File: src/rtl/kalman_pkg.sv
// Shared definitions for the Kalman measurement path: default widths, the
// accumulator width derivation and the centroid FSM state encoding.
package kalman_pkg;

    localparam int DEF_DISP_WIDTH = 11;
    localparam int DEF_CNT_WIDTH  = 20;
    localparam int DEF_MIN_PIXELS = 16;

    // A sum of up to 2**cnt_w coordinates of disp_w bits never needs more than this.
    function automatic int sum_width(input int disp_w, input int cnt_w);
        return disp_w + cnt_w;
    endfunction

    localparam int DEF_SUM_WIDTH = sum_width(DEF_DISP_WIDTH, DEF_CNT_WIDTH);

    typedef enum logic [1:0] {
        ST_IDLE   = 2'd0,
        ST_DIVIDE = 2'd1,
        ST_OUTPUT = 2'd2
    } meas_state_e;

endpackage

File: src/rtl/centroid_meas_gen_if.sv
// Pixel stream in, centroid measurement out: the signals between the threshold
// stage, the centroid generator and the Kalman filter.
interface centroid_meas_gen_if
    import kalman_pkg::*;
#(
    parameter int DISP_WIDTH = DEF_DISP_WIDTH
);
    logic [DISP_WIDTH-1:0] pix_x;
    logic [DISP_WIDTH-1:0] pix_y;
    logic                  pix_valid;
    logic                  pix_match;
    logic                  frame_end;
    logic [DISP_WIDTH-1:0] z_x;
    logic [DISP_WIDTH-1:0] z_y;
    logic                  valid;
    logic                  ready;
    logic                  busy;
    logic                  frame_drop;

    // Pixel source and measurement consumer side.
    modport master (
        output pix_x, pix_y, pix_valid, pix_match, frame_end, ready,
        input  z_x, z_y, valid, busy, frame_drop
    );

    // Centroid generator side.
    modport slave (
        input  pix_x, pix_y, pix_valid, pix_match, frame_end, ready,
        output z_x, z_y, valid, busy, frame_drop
    );
endinterface

File: src/rtl/seq_divider.sv
// Unsigned restoring divider, one quotient bit per cycle. Operands are latched
// on start_i; done_o pulses for one cycle when quotient_o holds the result.
module seq_divider #(
    parameter int WIDTH = 31
) (
    input  logic             clk,
    input  logic             reset,
    input  logic             start_i,
    input  logic [WIDTH-1:0] dividend_i,
    input  logic [WIDTH-1:0] divisor_i,
    output logic             done_o,
    output logic [WIDTH-1:0] quotient_o
);
    localparam int CW = $clog2(WIDTH + 1);

    // quot_q starts as the dividend and fills with quotient bits from the right.
    logic [WIDTH-1:0] quot_q, quot_d;
    logic [WIDTH-1:0] dvsr_q, dvsr_d;
    logic [WIDTH-1:0] rem_q, rem_d;
    logic [WIDTH:0]   rem_shift;
    logic [CW-1:0]    count_q, count_d;
    logic             done_q, done_d;

    // NOTE: every variable gets a default at the top so no latch is inferred.
    always_comb begin
        quot_d    = quot_q;
        dvsr_d    = dvsr_q;
        rem_d     = rem_q;
        count_d   = count_q;
        done_d    = 1'b0;
        rem_shift = {rem_q, quot_q[WIDTH-1]};
        if (start_i) begin
            quot_d  = dividend_i;
            dvsr_d  = divisor_i;
            rem_d   = '0;
            count_d = CW'(WIDTH);
        end else if (count_q != '0) begin
            count_d = count_q - CW'(1);
            done_d  = (count_q == CW'(1));
            if (rem_shift >= {1'b0, dvsr_q}) begin
                rem_d  = WIDTH'(rem_shift - {1'b0, dvsr_q});
                quot_d = {quot_q[WIDTH-2:0], 1'b1};
            end else begin
                rem_d  = rem_shift[WIDTH-1:0];
                quot_d = {quot_q[WIDTH-2:0], 1'b0};
            end
        end
    end

    // NOTE: sequential state uses <= so every register samples pre-edge values.
    always_ff @(posedge clk) begin
        if (reset) begin
            quot_q  <= '0;
            dvsr_q  <= '0;
            rem_q   <= '0;
            count_q <= '0;
            done_q  <= 1'b0;
        end else begin
            quot_q  <= quot_d;
            dvsr_q  <= dvsr_d;
            rem_q   <= rem_d;
            count_q <= count_d;
            done_q  <= done_d;
        end
    end

    assign done_o     = done_q;
    assign quotient_o = quot_q;

endmodule

File: src/rtl/centroid_meas_gen.sv
// Accumulates matched-pixel coordinates over a frame and divides by the pixel
// count to present a (z_x, z_y) centroid measurement to the Kalman filter.
module centroid_meas_gen
    import kalman_pkg::*;
#(
    parameter int DISP_WIDTH = DEF_DISP_WIDTH,
    parameter int CNT_WIDTH  = DEF_CNT_WIDTH,
    parameter int MIN_PIXELS = DEF_MIN_PIXELS
) (
    input  logic               clk,
    input  logic               reset,
    centroid_meas_gen_if.slave meas_io
);
    localparam int SUM_WIDTH = sum_width(DISP_WIDTH, CNT_WIDTH);
    localparam logic [CNT_WIDTH-1:0] MIN_CNT = CNT_WIDTH'(MIN_PIXELS);

    logic                  pix_hit;
    logic [SUM_WIDTH-1:0]  sum_x_q, sum_x_d, sum_y_q, sum_y_d;
    logic [SUM_WIDTH-1:0]  fin_sum_x, fin_sum_y;
    logic [CNT_WIDTH-1:0]  cnt_q, cnt_d, fin_cnt;
    logic                  ovf_q, ovf_d, fin_ovf;
    logic                  frame_ok;

    meas_state_e           state_q, state_d;
    logic [DISP_WIDTH-1:0] z_x_q, z_x_d, z_y_q, z_y_d;
    logic                  frame_drop_q, frame_drop_d;
    logic                  start_div, meas_valid, meas_busy;
    logic                  done_x, done_y, div_done;
    logic [SUM_WIDTH-1:0]  quot_x, quot_y;

    assign pix_hit = meas_io.pix_valid & meas_io.pix_match;

    // fin_* include the pixel of the current cycle, so a pixel on frame_end
    // still lands in the frame it ends.
    always_comb begin
        fin_sum_x = sum_x_q;
        fin_sum_y = sum_y_q;
        fin_cnt   = cnt_q;
        fin_ovf   = ovf_q;
        if (pix_hit) begin
            fin_sum_x = sum_x_q + SUM_WIDTH'(meas_io.pix_x);
            fin_sum_y = sum_y_q + SUM_WIDTH'(meas_io.pix_y);
            if (&cnt_q) fin_ovf = 1'b1;
            else        fin_cnt = cnt_q + CNT_WIDTH'(1);
        end
        if (meas_io.frame_end) begin
            sum_x_d = '0;
            sum_y_d = '0;
            cnt_d   = '0;
            ovf_d   = 1'b0;
        end else begin
            sum_x_d = fin_sum_x;
            sum_y_d = fin_sum_y;
            cnt_d   = fin_cnt;
            ovf_d   = fin_ovf;
        end
    end

    always_ff @(posedge clk) begin
        if (reset) begin
            sum_x_q <= '0;
            sum_y_q <= '0;
            cnt_q   <= '0;
            ovf_q   <= 1'b0;
        end else begin
            sum_x_q <= sum_x_d;
            sum_y_q <= sum_y_d;
            cnt_q   <= cnt_d;
            ovf_q   <= ovf_d;
        end
    end

    assign frame_ok = meas_io.frame_end && (fin_cnt >= MIN_CNT) && !fin_ovf;
    assign div_done = done_x & done_y;

    always_ff @(posedge clk) begin
        if (reset) begin
            state_q      <= ST_IDLE;
            z_x_q        <= '0;
            z_y_q        <= '0;
            frame_drop_q <= 1'b0;
        end else begin
            state_q      <= state_d;
            z_x_q        <= z_x_d;
            z_y_q        <= z_y_d;
            frame_drop_q <= frame_drop_d;
        end
    end

    always_comb begin
        state_d = state_q;
        unique case (state_q)
            ST_IDLE:   if (frame_ok)      state_d = ST_DIVIDE;
            ST_DIVIDE: if (div_done)      state_d = ST_OUTPUT;
            ST_OUTPUT: if (meas_io.ready) state_d = ST_IDLE;
            default:                      state_d = ST_IDLE;
        endcase
    end

    // A frame ending while a measurement is still in flight is thrown away.
    always_comb begin
        start_div    = 1'b0;
        meas_valid   = 1'b0;
        meas_busy    = 1'b1;
        z_x_d        = z_x_q;
        z_y_d        = z_y_q;
        frame_drop_d = meas_io.frame_end && (state_q != ST_IDLE);
        unique case (state_q)
            ST_IDLE: begin
                meas_busy = 1'b0;
                start_div = frame_ok;
            end
            ST_DIVIDE: begin
                if (div_done) begin
                    z_x_d = quot_x[DISP_WIDTH-1:0];
                    z_y_d = quot_y[DISP_WIDTH-1:0];
                end
            end
            ST_OUTPUT: meas_valid = 1'b1;
            default:   meas_busy  = 1'b0;
        endcase
    end

    seq_divider #(.WIDTH(SUM_WIDTH)) u_div_x (
        .clk        (clk),
        .reset      (reset),
        .start_i    (start_div),
        .dividend_i (fin_sum_x),
        .divisor_i  (SUM_WIDTH'(fin_cnt)),
        .done_o     (done_x),
        .quotient_o (quot_x)
    );

    seq_divider #(.WIDTH(SUM_WIDTH)) u_div_y (
        .clk        (clk),
        .reset      (reset),
        .start_i    (start_div),
        .dividend_i (fin_sum_y),
        .divisor_i  (SUM_WIDTH'(fin_cnt)),
        .done_o     (done_y),
        .quotient_o (quot_y)
    );

    // A mean of coordinates can never exceed the largest coordinate.
    assert property (@(posedge clk) disable iff (reset)
        (state_q == ST_DIVIDE && div_done) |->
            (quot_x[SUM_WIDTH-1:DISP_WIDTH] == '0 && quot_y[SUM_WIDTH-1:DISP_WIDTH] == '0));

    assign meas_io.z_x        = z_x_q;
    assign meas_io.z_y        = z_y_q;
    assign meas_io.valid      = meas_valid;
    assign meas_io.busy       = meas_busy;
    assign meas_io.frame_drop = frame_drop_q;

endmodule

File: src/flat_wrapper.sv
// flat-port wrapper written by rule: the top's interface ports become plain ports
module centroid_meas_gen_flat import kalman_pkg::*;
#(
    parameter int DISP_WIDTH = DEF_DISP_WIDTH,
    parameter int CNT_WIDTH  = DEF_CNT_WIDTH,
    parameter int MIN_PIXELS = DEF_MIN_PIXELS
)
  (clk, reset, meas_io_pix_x, meas_io_pix_y, meas_io_pix_valid, meas_io_pix_match, meas_io_frame_end, meas_io_ready, meas_io_z_x, meas_io_z_y, meas_io_valid, meas_io_busy, meas_io_frame_drop);
  centroid_meas_gen_if #(.DISP_WIDTH(DISP_WIDTH)) meas_io_i ();
  input  logic clk;
  input  logic reset;
  input wire logic [$bits(meas_io_i.pix_x)-1:0] meas_io_pix_x;
  input wire logic [$bits(meas_io_i.pix_y)-1:0] meas_io_pix_y;
  input wire logic [$bits(meas_io_i.pix_valid)-1:0] meas_io_pix_valid;
  input wire logic [$bits(meas_io_i.pix_match)-1:0] meas_io_pix_match;
  input wire logic [$bits(meas_io_i.frame_end)-1:0] meas_io_frame_end;
  input wire logic [$bits(meas_io_i.ready)-1:0] meas_io_ready;
  output wire logic [$bits(meas_io_i.z_x)-1:0] meas_io_z_x;
  output wire logic [$bits(meas_io_i.z_y)-1:0] meas_io_z_y;
  output wire logic [$bits(meas_io_i.valid)-1:0] meas_io_valid;
  output wire logic [$bits(meas_io_i.busy)-1:0] meas_io_busy;
  output wire logic [$bits(meas_io_i.frame_drop)-1:0] meas_io_frame_drop;
  assign meas_io_i.pix_x = meas_io_pix_x;
  assign meas_io_i.pix_y = meas_io_pix_y;
  assign meas_io_i.pix_valid = meas_io_pix_valid;
  assign meas_io_i.pix_match = meas_io_pix_match;
  assign meas_io_i.frame_end = meas_io_frame_end;
  assign meas_io_i.ready = meas_io_ready;
  assign meas_io_z_x = meas_io_i.z_x;
  assign meas_io_z_y = meas_io_i.z_y;
  assign meas_io_valid = meas_io_i.valid;
  assign meas_io_busy = meas_io_i.busy;
  assign meas_io_frame_drop = meas_io_i.frame_drop;
  centroid_meas_gen #(.DISP_WIDTH(DISP_WIDTH), .CNT_WIDTH(CNT_WIDTH), .MIN_PIXELS(MIN_PIXELS)) u_core (.clk(clk), .reset(reset), .meas_io(meas_io_i));
endmodule
File: config.mk
export PLATFORM = sky130hd
export DESIGN_NAME = centroid_meas_gen_flat
export DESIGN_NICKNAME = d
export VERILOG_FILES = /design/src/rtl/kalman_pkg.sv /design/src/rtl/centroid_meas_gen_if.sv /design/src/rtl/seq_divider.sv /design/src/rtl/centroid_meas_gen.sv /design/src/flat_wrapper.sv
export SDC_FILE = /design/constraint.sdc
export NUM_CORES = 1
export LEC_CHECK = 0
export BUFFER_PORTS_ARGS = -buffer_cell sky130_fd_sc_hd__buf_2
export CORE_MARGIN = 1
export CORE_UTILIZATION = 65
export DETAILED_ROUTE_END_ITERATION = 12
export PLACE_DENSITY = 0.83
export SYNTH_ARGS = -nofsm -noshare
export SYNTH_HDL_FRONTEND = slang
export SYNTH_SLANG_ARGS = --single-unit
File: constraint.sdc
create_clock -name clk -period 5.1 [get_ports clk]
set_input_delay 1.02 -clock clk [delete_from_list [all_inputs] [get_ports clk]]
set_output_delay 1.02 -clock clk [all_outputs]
set_load 0.01 [all_outputs]
* After elaboration in Yosys (flattened, before gate mapping) *
Index checks and enable logic that the tools add are counted.

word-level totals
  register bits after elaboration = 264
  bits in latches = 0
  memory bits (writable) = 0
  ROM bits = 0
  bits of input ports = 28
  output and inout bits = 25
  logic and storage cells = 81
  memories = 0

operators by class
  $add $sub $neg = 7
  $mul = 0
  div/mod/pow operators = 0
  order comparisons = 3
  equal/unequal tests = 7
  shift operators = 0
  muxes and demuxes = 25
  bitwise gates (word level) = 4
  reduce and logical (&&, ||, !) cells = 18

operators with widths
  kind                                                                     count
  31-bit two-way mux                                                       8
  32-bit by 20-bit >= comparator with 1-bit output                         2
  31-bit by 11-bit adder with 31-bit output                                2
  31-bit by 20-bit subtractor with 31-bit output                           2
  20-bit two-way mux                                                       2
  20-bit by 1-bit adder with 20-bit output (second input constant)         1
  20-bit by 5-bit >= comparator with 1-bit output (second input constant)  1
  5-bit two-way mux                                                        4
  20-bit AND reduction                                                     1
  5-bit by 1-bit == test with 1-bit output (second input constant)         2
  5-bit nonzero test                                                       2
  5-bit by 1-bit subtractor with 5-bit output (second input constant)      2
  1-bit two-way mux                                                        7
  2-bit two-way mux                                                        3
  2-bit one-hot mux with 3 select lines                                    1
  2-bit nonzero test                                                       3
  2-bit OR reduction                                                       3
  3-bit OR reduction                                                       2
  2-bit by 1-bit != test with 1-bit output (second input constant)         2
  1-bit logical AND                                                        3
  3-bit AND reduction                                                      1
  1-bit bitwise AND                                                        2
  2-bit by 1-bit == test with 1-bit output (second input constant)         1
  2-bit == test (second input constant)                                    1
  5 further kinds                                                          6

* Depth between registers and ports, before layout *
Gate-level depths: netlist (run 1).

  depth in word-level cells = 8
  depth in mapped cells = 14
  depth with buffers taken out = 12

* Hierarchy *
From an unflattened synthesis (run 1), not the netlist that was laid out.

second synthesis, totals
  cells, all modules = 2330
  area, all modules = 18203.7 µm²

modules (own cells, without submodules)
  module             instances  cells each  area an instance (µm²)
  seq_divider        2          780         5992.0
  centroid_meas_gen  1          770         6219.7

* Least setup slack after synthesis (run 1) *
No wires, ideal clock.

  kind = register -> register
  start = register u_core.u_div_x.quot_q[30] (netlist: u_core.u_div_x.quotient_o[30])
  end = register u_core.u_div_x.rem_q[27]
  library setup time = 74 ps
  arrival = 3278 ps
  data required time = 5026 ps
  setup slack = 1748 ps
  stages on the path, launching flop included = 13
  path buffers = 0
  period minus slack after synthesis = 3352 ps
  cells stage by stage = dfxtp_1 -> inv_1 -> ha_1 -> fa_1 -> and2b_1 -> o2111ai_1 -> and3_1 -> or4_4 -> a211oi_2 -> nor2_1 -> or4_1 -> or4_1 -> a31oi_1

between the ends
  word-level cells in the longest chain between the ends = 2
  elaborated cells on any way between the ends = 3
  those cells by class = 1 x add/sub; 1 x order compare; 1 x mux

RTL lines
  element                                                                                                                    RTL line                              source
  start: declaration                                                                                                         seq_divider.sv:17                     logic [WIDTH-1:0] quot_q, quot_d;
  start signal: assignment                                                                                                   seq_divider.sv:59                     quot_q <= quot_d;
  31-bit by 20-bit subtractor with 31-bit output / 32-bit by 20-bit >= comparator with 1-bit output (equally long branches)  seq_divider.sv:41, seq_divider.sv:40
  31-bit two-way mux *                                                                                                       seq_divider.sv:40                     if (rem_shift >= {1'b0, dvsr_q}) begin
  end signal: assignment                                                                                                     seq_divider.sv:61                     rem_q <= rem_d;
  end: declaration                                                                                                           seq_divider.sv:19                     logic [WIDTH-1:0] rem_q, rem_d;

Mark *: on every way between the ends. The rest lies on a longest branch, timed or not.
A chain may end at the register's enable or synchronous reset.

* Worst setup path in the final report (run 1) *
  start = register u_core.cnt_q[0]
  end = register u_core.u_div_y.dvsr_q[1]

between the ends
  word-level cells in the longest chain between the ends = 7
  elaborated cells on any way between the ends = 11
  those cells by class = 1 x add/sub; 1 x order compare; 5 x mux; 4 x reduce/logical

RTL lines
  element                                                                                  RTL line                                          source
  start: declaration                                                                       centroid_meas_gen.sv:20                           logic [CNT_WIDTH-1:0] cnt_q, cnt_d, fin_cnt;
  start signal: assignment                                                                 centroid_meas_gen.sv:68                           cnt_q <= cnt_d;
  20-bit by 1-bit adder with 20-bit output / 20-bit AND reduction (equally long branches)  centroid_meas_gen.sv:44, centroid_meas_gen.sv:43
  20-bit two-way mux                                                                       centroid_meas_gen.sv:43                           if (&cnt_q) fin_ovf = 1'b1;
  20-bit two-way mux                                                                       centroid_meas_gen.sv:40                           if (pix_hit) begin
  20-bit by 5-bit >= comparator with 1-bit output                                          centroid_meas_gen.sv:73                           assign frame_ok = meas_io.frame_end && (fin_cnt >= MIN_CNT) && !fin_ovf;
  1-bit logical AND (2 in a row)                                                           centroid_meas_gen.sv:73
  1-bit two-way mux                                                                        centroid_meas_gen.sv:108                          unique case (state_q)
  end signal: assignment                                                                   seq_divider.sv:60                                 dvsr_q <= dvsr_d;
  end: declaration                                                                         seq_divider.sv:18                                 logic [WIDTH-1:0] dvsr_q, dvsr_d;

Several ways; a longest one is shown, not always the timed one.

==> results of run 1 <==
[report_power, final]
| group | leakage [nW] | total (mW) | internal [mW] | switching [mW] |
|---|---|---|---|---|
| logic | 3.24 | 3.71 | 1.44 | 2.27 |
| clock network | 0.531 | 2.29 | 1.40 | 0.896 |
| registers | 2.14 | 2.53 | 2.31 | 0.220 |
| total | 5.91 | 8.53 | 5.15 | 3.38 |
[area by class of cell]
type                            count  share of cell area (%)
Sequential cell                   264                    32.7
Tap cell                          280                    2.17
Clock inverter                     18                    1.54
Clock buffer                       38                    5.08
Inverter                           53                    1.23
Multi-Input combinational cell   1412                    54.7
Timing Repair Buffer               73                    2.60
[cell usage in the layout, fill, tap and decap left out, types with 5 or more instances in the layout]
cell         n
o21a_1      10
dfxtp_1    264
a211oi_1   120
bufinv_16    5
nor2b_1     20
o21bai_1     5
o21ai_0     35
nor2_1     257
nand4_1     23
buf_2       51
nand3_1     34
or2_2        7
or3_1       17
nor3_1      39
xor2_1      54
nor3_2      21
ha_1        72
a31oi_1     11
and3_1      80
buf_4       22
o31ai_1      8
a211oi_2    23
nor4_1      11
and4_1       6
a21oi_1    106
mux2i_1     17
nor3b_1      6
a21o_1      11
clkbuf_16   30
o211ai_1     7
nand2_1    250
xnor2_1     66
clkinv_2    10
o31a_1       6
inv_1       53
nand2b_1    17
or4_1        8
o41ai_1      5
[cells by family (layout without fill, tap and decap cells)]
kind of cell | Yosys count | after routing | synth area share, %
xor gates and xnor gates | 120 | 120 | 7.13
buffers and inverters | 156 | 182 | 4.37
AOI/OAI and AO/OA | 376 | 376 | 17.8
DFF | 264 | 264 | 35.9
muxes | 19 | 19 | 1.33
and+or+nand+nor | 821 | 821 | 26.8
adders and majority gates | 76 | 76 | 6.66
[cells in the mapped netlist (4+ instances only)]
master | number | area share, %
o31ai_1 | 8 | 0.41
nand3_1 | 34 | 1.2
clkbuf_1 | 74 | 1.9
dfxtp_1 | 264 | 36
nor3b_1 | 6 | 0.31
buf_2 | 19 | 0.65
inv_1 | 53 | 1.4
xor2_1 | 54 | 3.2
o211ai_1 | 7 | 0.36
nor2_1 | 259 | 6.6
o21bai_1 | 5 | 0.25
mux2i_1 | 17 | 1.2
a31oi_1 | 11 | 0.47
a211oi_1 | 120 | 6.1
and3_1 | 80 | 3.4
nor3_1 | 39 | 1.3
nor3_2 | 21 | 1.4
a211o_1 | 4 | 0.24
a211oi_2 | 23 | 2.0
xnor2_1 | 66 | 3.9
or3_1 | 17 | 0.72
and2_1 | 4 | 0.17
o21a_1 | 10 | 0.51
or4_1 | 8 | 0.41
and4_1 | 6 | 0.36
nor4_1 | 11 | 0.47
o41ai_1 | 5 | 0.30
ha_1 | 72 | 6.1
o31a_1 | 6 | 0.36
nor2b_1 | 21 | 0.89
o21ai_1 | 4 | 0.14
or2_2 | 6 | 0.25
nand2_1 | 250 | 6.4
a21oi_1 | 106 | 3.6
buf_1 | 4 | 0.10
fa_1 | 4 | 0.54
nand3b_1 | 4 | 0.20
a21o_1 | 11 | 0.56
o21ai_0 | 35 | 1.2
nand2b_1 | 17 | 0.72
nand4_1 | 23 | 0.98
[flip-flops by register name (all words and copies together), names as in the netlist, 2 cells and up]
| signal | flops |
|---|---|
| u_core.state_q | 2 |
| u_core.u_div_y.count_q | 5 |
| u_core.u_div_y.rem_q | 31 |
| u_core.u_div_x.quotient_o | 31 |
| u_core.cnt_q | 20 |
| u_core.sum_y_q | 31 |
| u_core.u_div_y.dvsr_q | 20 |
| u_core.u_div_x.rem_q | 31 |
| u_core.u_div_y.quotient_o | 31 |
| u_core.meas_io.z_x | 11 |
| u_core.meas_io.z_y | 11 |
| u_core.sum_x_q | 31 |
| u_core.u_div_x.count_q | 5 |
[path summary, 6_finish.rpt]
check                    startpoint                        to  depth (start not counted)
max                 u_core.cnt_q[0]  u_core.u_div_y.dvsr_q[1]                         11
min          u_core.meas_io.z_y[10]    u_core.meas_io.z_y[10]                          2
max reg2reg         u_core.cnt_q[0]  u_core.u_div_y.dvsr_q[1]                         11
min reg2reg  u_core.meas_io.z_y[10]    u_core.meas_io.z_y[10]                          2
[routing by layer]
metal / part of all wire [%] / track usage [%] / wire length [um] / vias up
met5: 0 / 0 / 0 / -
li1: - / - / - / 6425
met2: 49 / 54.1 / 17300 / 376
met4: 3.1 / 11.4 / 1110 / 0
met1: 43 / 37.2 / 15300 / 6213
met3: 4.9 / 3.98 / 1740 / 78
[worst register-to-register path: stages, from the launching register on]
cell	delay, ns
dfxtp_1	0.39
ha_1	0.22
nand3_2	0.20
or3_1	0.52
o21ai_2	0.48
nor4_1	0.15
o2111ai_2	0.26
nor4_4	0.11
nor2_4	0.23
buf_4	0.76
nor2_1	0.17
a211oi_1	0.32
[through the flow]
step / util (%) / instances / setup WS [ns] / instance area, um^2
global placement: 68.5 / 2082 / 1.11 / 15100
global route: 73.3 / 2138 / 0.835 / 16200
finish: 73.3 / 2138 / 1.19 / 16200
floorplan: - / 1832 / 1.75 / 14700
CTS: 73.3 / 2138 / 1.21 / 16200
detailed placement: 68.5 / 2082 / 1.04 / 15100
==> impl_metrics.json, run 1 <==
{
  "critPathLaunchType": "flip-flop",
  "syn_area_mm2": 0.0147,
  "hpwl_mm": 23.4,
  "routedWlPerCell_um": 16.6,
  "synth_cell_type_count": 70,
  "clk_pin_slew_worst_paths_ns": 0.06,
  "cts.sinks": 264,
  "cp.arrival_ns": 4.36,
  "synth_flop_cell": "dfxtp_1",
  "clk_latency_ns": 0.57,
  "fp.dieArea_mm2": 0.0233,
  "cts_hold_buf": 0,
  "slew_headroom_pct": 27.9,
  "core_mm2": 0.0220,
  "num-fill-cells": 1694,
  "post_cts_buffers": 0,
  "async_flop_share_pct": 0,
  "cts_root_buffer": "clkbuf_16",
  "p_per_area_mw_per_mm2": 528,
  "rsz0062_at_grt": "false",
  "hold_viol_final": 0,
  "slowest_delay_ns": 0.76,
  "synthCells": 1832,
  "io_pins": 53,
  "drc": 0,
  "gp_congestion": 0.958,
  "fin_hold_ws_ns": 0.451,
  "h-tree-depth": 1,
  "initial_core_util_pct": 66.9,
  "clock.fmax_mhz": 256,
  "crit_family": "simple AND/OR/NAND/NOR gates",
  "syn-num-nets": 1936,
  "syn-mean-instance-area_um2": 8.04,
  "grt_pass1_vias": 12873,
  "grt_usage_pct": 30.3,
  "cp-end-kind": "flip-flop",
  "worst-path-max-fanout": 87,
  "outcome": "finished, final reports clean",
  "multi_input_area_mm2": 0.00883,
  "insertedDiodeCount": 0,
  "tightest_slew_ns": 1.08,
  "regArea_mm2": 0.00529,
  "drv_slew": 0,
  "ys_seq_elements": 264,
  "synth_edf_count": 0,
  "path_class": "reg2reg",
  "num_vias": 13092,
  "drt_iter0_drc": 763,
  "reg2reg_setup_slack_ns": 1.19,
  "fp.dieH_um": 153,
  "grt_pass1_wl_mm": 59.8,
  "ir_worst_vdd_mv": 0.330,
  "yosysWarnings": 0,
  "p_leak_nw": 5.91,
  "antenna_left": 0,
  "firstDrtPassIters": 5,
  "grt_antenna_before_repair": 0,
  "critPathBufInv": 1,
  "setup_violations": 0,
  "cap_violations": 0,
  "drive_gt1_share_pct": 10.6,
  "power_mw": 8.53,
  "clockBufferDepth": 3,
  "cts_tree": "built",
  "fin_crit_ns": 3.91,
  "fp-row-count": 54,
  "nNetsFinal": 1938,
  "portBuffers": 52,
  "cpMaxStageDelayCell": "buf_4",
  "synth-seq-area-share_pct": 35.9,
  "setup_tns_ns": 0,
  "dieWidth_um": 153,
  "cts-resized-gates": 0,
  "cts_buffers": 30,
  "grt_overflow_total": 0,
  "via_per_inst": 6.12,
  "area_delta_synth_final_pct": 9.65,
  "cp_cell_sequence": "ha_1, nand3_2, or3_1, o21ai_2, nor4_1, o2111ai_2, nor4_4, nor2_4, buf_4, nor2_1, a211oi_1",
  "wl_mm": 35.5,
  "crit_required_ns": 5.56,
  "finalClockSkew_ns": 0.0120,
  "min_path_type": "reg2reg",
  "grt_max_degree": 88,
  "period_share_pct": 76.6
}
No activity file was read; power rests on OpenSTA's default activity.
==> inputs of run 2 (changes only) <==
Settings changed: ABC_AREA from default to 1, CORE_UTILIZATION 65 to 63, PLACE_DENSITY 0.83 to 0.81.
Clock period 5.1 ns to 4 ns, I/O delays scaled along.
==> run 2 against run 1 <==
Compared with the run above: synthesized cell count increased by 34%; fmax grew 13%; cell area up 8.0%; clock skew increased by 0.0017 ns; sequential share of layout area fell by 2.4 points; die area is 13% higher; total power is 50% higher; critical path type unchanged; largest power group unchanged; sequential power rose by 33%; first-iteration DRC count rose by 77%; cell count grew 32%; non-clock buffer count increased by 1.
==> impl_metrics.json, run 2 <==
{
  "io_pins": 53,
  "slew_headroom_pct": 27.8,
  "cts_tree": "built",
  "grtUsageMet1_pct": 41.0,
  "grt_pass1_vias": 14907,
  "synth_top_area_cell": "dfxtp_1",
  "fp.dieArea_mm2": 0.0262,
  "finalClockSkew_ns": 0.0137,
  "core_mm2": 0.0251,
  "setup_violations": 0,
  "initial_core_util_pct": 64.1,
  "area_delta_synth_final_pct": 8.44,
  "drv_slew": 0,
  "nNetsFinal": 2575,
  "grt_max_degree": 67,
  "cpMostUsedCell": "nand2_1",
  "crit_required_ns": 4.50,
  "synth_edf_count": 0,
  "routedWlPerCell_um": 15.1,
  "synth.most_common_cell": "nand2_1",
  "outcome": "finished, final reports clean",
  "grt_usage_pct": 32.4,
  "grt_overflow_total": 0,
  "critPathBufInv": 2,
  "num_vias": 16010,
  "cts.sinks": 264,
  "cp.arrival_ns": 3.95,
  "wl_mm": 42.6,
  "syn_area_mm2": 0.0161,
  "path_class": "reg2reg",
  "hpwl_mm": 30.4,
  "hold_viol_final": 0,
  "period_share_pct": 86.3,
  "clock.fmax_mhz": 290,
  "multi_input_area_mm2": 0.00931,
  "ys_seq_elements": 264,
  "most-common-layout-cells": "556 x nand2_1, 358 x nor2_1, 282 x inv_1",
  "clk_latency_ns": 0.57,
  "synth_top_area_share_pct": 32.8,
  "synthCells": 2458,
  "synth.area.top_cells": "dfxtp_1 33%, nand2_1 13%, nor2_1 8.4%",
  "setup_tns_ns": 0,
  "crit_family": "simple AND/OR/NAND/NOR gates",
  "drt_iter0_drc": 1347,
  "final_common_cell": "nand2_1",
  "insertedDiodeCount": 0,
  "p_leak_nw": 7.72,
  "fp-row-count": 58,
  "syn-num-nets": 2562,
  "tightest_slew_ns": 1.08,
  "dieWidth_um": 162,
  "num-fill-cells": 2228,
  "via_per_inst": 5.68,
  "cts-resized-gates": 0,
  "min_path_type": "reg2reg",
  "yosysWarnings": 0,
  "critPathLaunchType": "flip-flop",
  "cpMaxStageDelayCell": "dfxtp_1",
  "cts_buffers": 29,
  "cts_root_buffer": "clkbuf_16",
  "synth-seq-area-share_pct": 32.8,
  "h-tree-depth": 1,
  "post_cts_buffers": 0,
  "cp_cell_sequence": "ha_1, nand3_2, nor2_2, nand3_2, nand2_1, nand2_1, nand2_1, nand2_1, inv_1, nand2_1, nor2_2, nand2_4, nand3_4, buf_12, nand2_1, nor2_1, nor2_1, nor2_1",
  "cts_hold_buf": 0,
  "fp.dieH_um": 162,
  "p_per_area_mw_per_mm2": 733,
  "portBuffers": 52,
  "top_usage_layer": "met2",
  "firstDrtPassIters": 5,
  "drc": 0,
  "synth_cell_type_count": 45,
  "cap_violations": 0,
  "fin_crit_ns": 3.45,
  "drive_gt1_share_pct": 5.87,
  "synth_flop_cell": "dfxtp_1",
  "grt_antenna_before_repair": 0,
  "regArea_mm2": 0.00529,
  "slowest_delay_ns": 0.40,
  "rsz0062_at_grt": "false",
  "fin_hold_ws_ns": 0.439,
  "async_flop_share_pct": 0,
  "clockBufferDepth": 3,
  "ir_worst_vdd_mv": 0.564,
  "antenna_left": 0,
  "worst-path-max-fanout": 53,
  "syn-mean-instance-area_um2": 6.55,
  "use_met3_pct": 2.91,
  "grt_pass1_wl_mm": 70.2,
  "cp-end-kind": "flip-flop",
  "gp_congestion": 0.997,
  "clk_pin_slew_worst_paths_ns": 0.06,
  "netlist_top_cells_count": "556 x nand2_1, 359 x nor2_1, 282 x inv_1",
  "met2_usage_pct": 57.2
}
## run 2: changes by cell type after synthesis, sizes merged, moves of 85 or more
cell | before | now
nand3 | 36 | 121
inv | 53 | 288
a211oi | 143 | 7
nand2 | 251 | 558
a21oi | 106 | 209
o21ai | 40 | 184
nor2 | 259 | 366
## run 2: layout make-up
| type | instances | share of cell area, % |
|---|---|---|
| well taps | 330 | 2.37 |
| clock buffers | 36 | 4.42 |
| repair buffers | 74 | 2.58 |
| flip-flops and latches | 264 | 30.3 |
| clock inverters | 13 | 0.710 |
| multi-input cells | 1811 | 53.4 |
| inverters | 291 | 6.26 |
## run 2: per-stage QoR
stage / power [mW] / area (um^2) / utilization (%) / instances / setup slack (ns)
floorplan: 8.60 / 16100 / - / 2458 / 1.36
global placement: 9.98 / 16600 / 65.9 / 2770 / 0.600
detailed placement: 10.1 / 16600 / 65.9 / 2770 / 0.479
CTS: 12.7 / 17500 / 69.5 / 2819 / 0.623
global route: 13.8 / 17500 / 69.5 / 2819 / 0.287
finish: 12.8 / 17500 / 69.5 / 2819 / 0.549
## run 2: cell families (layout without fill, tap and decap cells)
kind of cell,count (synthesis),count (layout),share of synthesized area [%]
buffers and inverters,383,414,9.37
adders and majority gates,76,76,6.10
DFF,264,264,32.8
xor gates and xnor gates,110,110,5.99
AOI/OAI and AO/OA,457,457,15.1
muxes,8,8,0.498
and+or+nand+nor,1160,1160,30.1
## run 2: path summary, 6_finish.rpt
kind	from	end	depth (start not counted)	slack (ns)
min reg2reg	u_core.meas_io.z_y[5]	u_core.meas_io.z_y[5]	2	0.44
max	u_core.cnt_q[0]	u_core.u_div_x.quotient_o[3]	18	0.55
max reg2reg	u_core.cnt_q[0]	u_core.u_div_x.quotient_o[3]	18	0.55
min	u_core.meas_io.z_y[5]	u_core.meas_io.z_y[5]	2	0.44
## run 2: report_power, final
| part | switching (mW) | internal, mW | total, mW |
|---|---|---|---|
| Combinational | 4.43 | 2.42 | 6.85 |
| Sequential | 0.301 | 3.06 | 3.36 |
| Clock | 1.14 | 1.44 | 2.57 |
## run 2: worst register-to-register path, stage by stage (launching register included)
cell     delay (ns)
dfxtp_1        0.40
ha_1           0.25
nand3_2        0.16
nor2_2         0.15
nand3_2        0.39
nand2_1        0.19
nand2_1        0.06
nand2_1        0.16
nand2_1        0.09
inv_1          0.07
nand2_1        0.06
nor2_2         0.13
nand2_4        0.07
nand3_4        0.26
buf_12         0.29
nand2_1        0.31
nor2_1         0.20
nor2_1         0.05
nor2_1         0.09
## run 2: layer usage
layer | vias up | part of all wire, %
met5 | - | 0
met4 | 0 | 3.5
met3 | 109 | 5.7
met2 | 568 | 48
met1 | 7355 | 43
li1 | 7978 | -
==> inputs of run 3 (changes only) <==
Settings changed: MAX_ROUTING_LAYER from default to met4.
==> run 3 against run 2 <==
Compared with the run above: cell count up 0.21%; fmax about the same; count of clock-buffer cells in the layout increased by 2; global-route usage increased by 1.3 points; register-to-register slack about the same; via count shrank 0.86%; critical path type unchanged.
==> impl_metrics.json, run 3 (synthesis gave the netlist of run 2 again) <==
{
  "final_common_cell": "nand2_1",
  "power_frac_seq_pct": 26.1,
  "p_per_area_mw_per_mm2": 739,
  "cts_root_buffer": "clkbuf_16",
  "p_sw_share_pct": 45.9,
  "period_share_pct": 86.3,
  "hold_viol_final": 0,
  "initial_core_util_pct": 64.1,
  "firstDrtPassIters": 5,
  "critPathLaunchType": "flip-flop",
  "outcome": "finished, final reports clean",
  "p_leak_nw": 7.76,
  "routedWlPerCell_um": 15.1,
  "dp_cells": 2771,
  "area_delta_synth_final_pct": 8.84,
  "gp_congestion": 1.00,
  "core_mm2": 0.0251,
  "portBuffers": 52,
  "fp.dieArea_mm2": 0.0262,
  "slowest_delay_ns": 0.62,
  "antenna_left": 0,
  "cts-resized-gates": 0,
  "finalClockSkew_ns": 0.0136,
  "via_per_inst": 5.62,
  "grt_antenna_before_repair": 0,
  "crit_family": "simple AND/OR/NAND/NOR gates",
  "ir_worst_vdd_mv": 0.565,
  "fp-row-count": 58,
  "wl_mm": 42.8,
  "internal_power_mw": 7.00,
  "nNetsFinal": 2576,
  "drive_gt1_share_pct": 6.17,
  "most-common-layout-cells": "556 x nand2_1, 358 x nor2_1, 282 x inv_1",
  "cap_violations": 0,
  "path_class": "reg2reg",
  "clk_pin_slew_worst_paths_ns": 0.06,
  "grt_overflow_total": 0,
  "worst-path-max-fanout": 69,
  "clockBufferDepth": 3,
  "power_frac_clock_pct": 20.7,
  "num_vias": 15872,
  "hpwl_mm": 31.0,
  "grt_usage_pct": 33.7,
  "rsz0062_at_grt": "false",
  "fp.dieH_um": 162,
  "grt_max_degree": 70,
  "drt_iter0_drc": 1157,
  "cp-end-kind": "flip-flop",
  "io_pins": 53,
  "power_mw": 12.9,
  "slew_headroom_pct": 48.3,
  "cts_hold_buf": 0,
  "cts.sinks": 264,
  "postLayoutCoreUtil_pct": 69.8,
  "insertedDiodeCount": 0,
  "drc": 0,
  "clock.fmax_mhz": 290,
  "p_switching_mw": 5.94,
  "clk_latency_ns": 0.57,
  "fin_hold_ws_ns": 0.441,
  "setup_tns_ns": 0,
  "min_path_type": "reg2reg",
  "combinationalPowerShare_pct": 53.3,
  "tightest_slew_ns": 0.776,
  "setup_violations": 0,
  "grt_pass1_vias": 15069,
  "dieWidth_um": 162,
  "cpMaxStageDelayCell": "buf_4",
  "cts_tree": "built",
  "cts_buffers": 29,
  "critPathBufInv": 2,
  "cp.arrival_ns": 3.86,
  "h-tree-depth": 1,
  "grt_pass1_wl_mm": 70.9,
  "cp_cell_sequence": "ha_1, nand3_2, nor2_2, nand3_2, nand3_1, nand2_1, inv_1, nor2_1, nand2_1, nor2_4, nand2_4, nand3_4, nand2_4, buf_4, o21ai_0",
  "crit_required_ns": 4.41,
  "stdcell_count": 2825,
  "post_cts_buffers": 0,
  "fin_crit_ns": 3.45,
  "drv_slew": 0
}
-- run 3: cell count changes in the layout (fill, tap and decap cells not counted), sizes merged --
| cell | delta |
|---|---|
| buf | +1 |
| clkbuf | +2 |
| inv | +1 |
| clkinvlp | -2 |
| clkinv | +4 |
-- run 3: worst paths after layout --
| kind | end | slack [ns] | start | cells past startpoint |
|---|---|---|---|---|
| max | u_core.u_div_y.quotient_o[23] | 0.55 | u_core.cnt_q[0] | 15 |
| min | u_core.meas_io.z_y[10] | 0.44 | u_core.meas_io.z_y[10] | 2 |
| max reg2reg | u_core.u_div_y.quotient_o[23] | 0.55 | u_core.cnt_q[0] | 15 |
| min reg2reg | u_core.meas_io.z_y[10] | 0.44 | u_core.meas_io.z_y[10] | 2 |
-- run 3: cell type report --
| type | count | area (um^2) |
|---|---|---|
| clock inverters | 16 | 146 |
| flip-flops and latches | 264 | 5290 |
| inverters | 291 | 1090 |
| multi-input cells | 1811 | 9310 |
| well taps | 330 | 413 |
| clock buffers | 38 | 820 |
| repair buffers | 75 | 445 |
| fillers | 2188 | 7590 |
-- run 3: layer usage --
layer  vias up  global-route usage, %  part of all wire [%]
met4         0                   12.5                   3.5
met2       438                   57.6                    47
met3       107                   3.27                   4.8
met5         -                      -                     0
li1       7993                      -                     -
met1      7334                   41.0                    45
-- run 3: through the flow --
| step | setup WS (ns) | instance area (um^2) |
|---|---|---|
| floorplan | 1.36 | 16100 |
| finish | 0.549 | 17500 |
| global route | 0.265 | 17500 |
| CTS | 0.549 | 17500 |
| detailed placement | 0.423 | 16500 |
| global placement | 0.530 | 16500 |
-- run 3: power by group through the flow --
stage	Combinational (mW)	Sequential, mW	Clock [mW]
floorplan	5.28	3.32	0
global placement	6.61	3.39	0
detailed placement	6.76	3.41	0
CTS	6.81	3.36	2.70
global route	7.77	3.42	2.81
finish	6.89	3.37	2.67
-- run 3: tightest hold or removal path, stage by stage (launching register included) --
cell and delay [ns]:
dfxtp_1 0.30, inv_1 0.04, a21oi_1 0.05
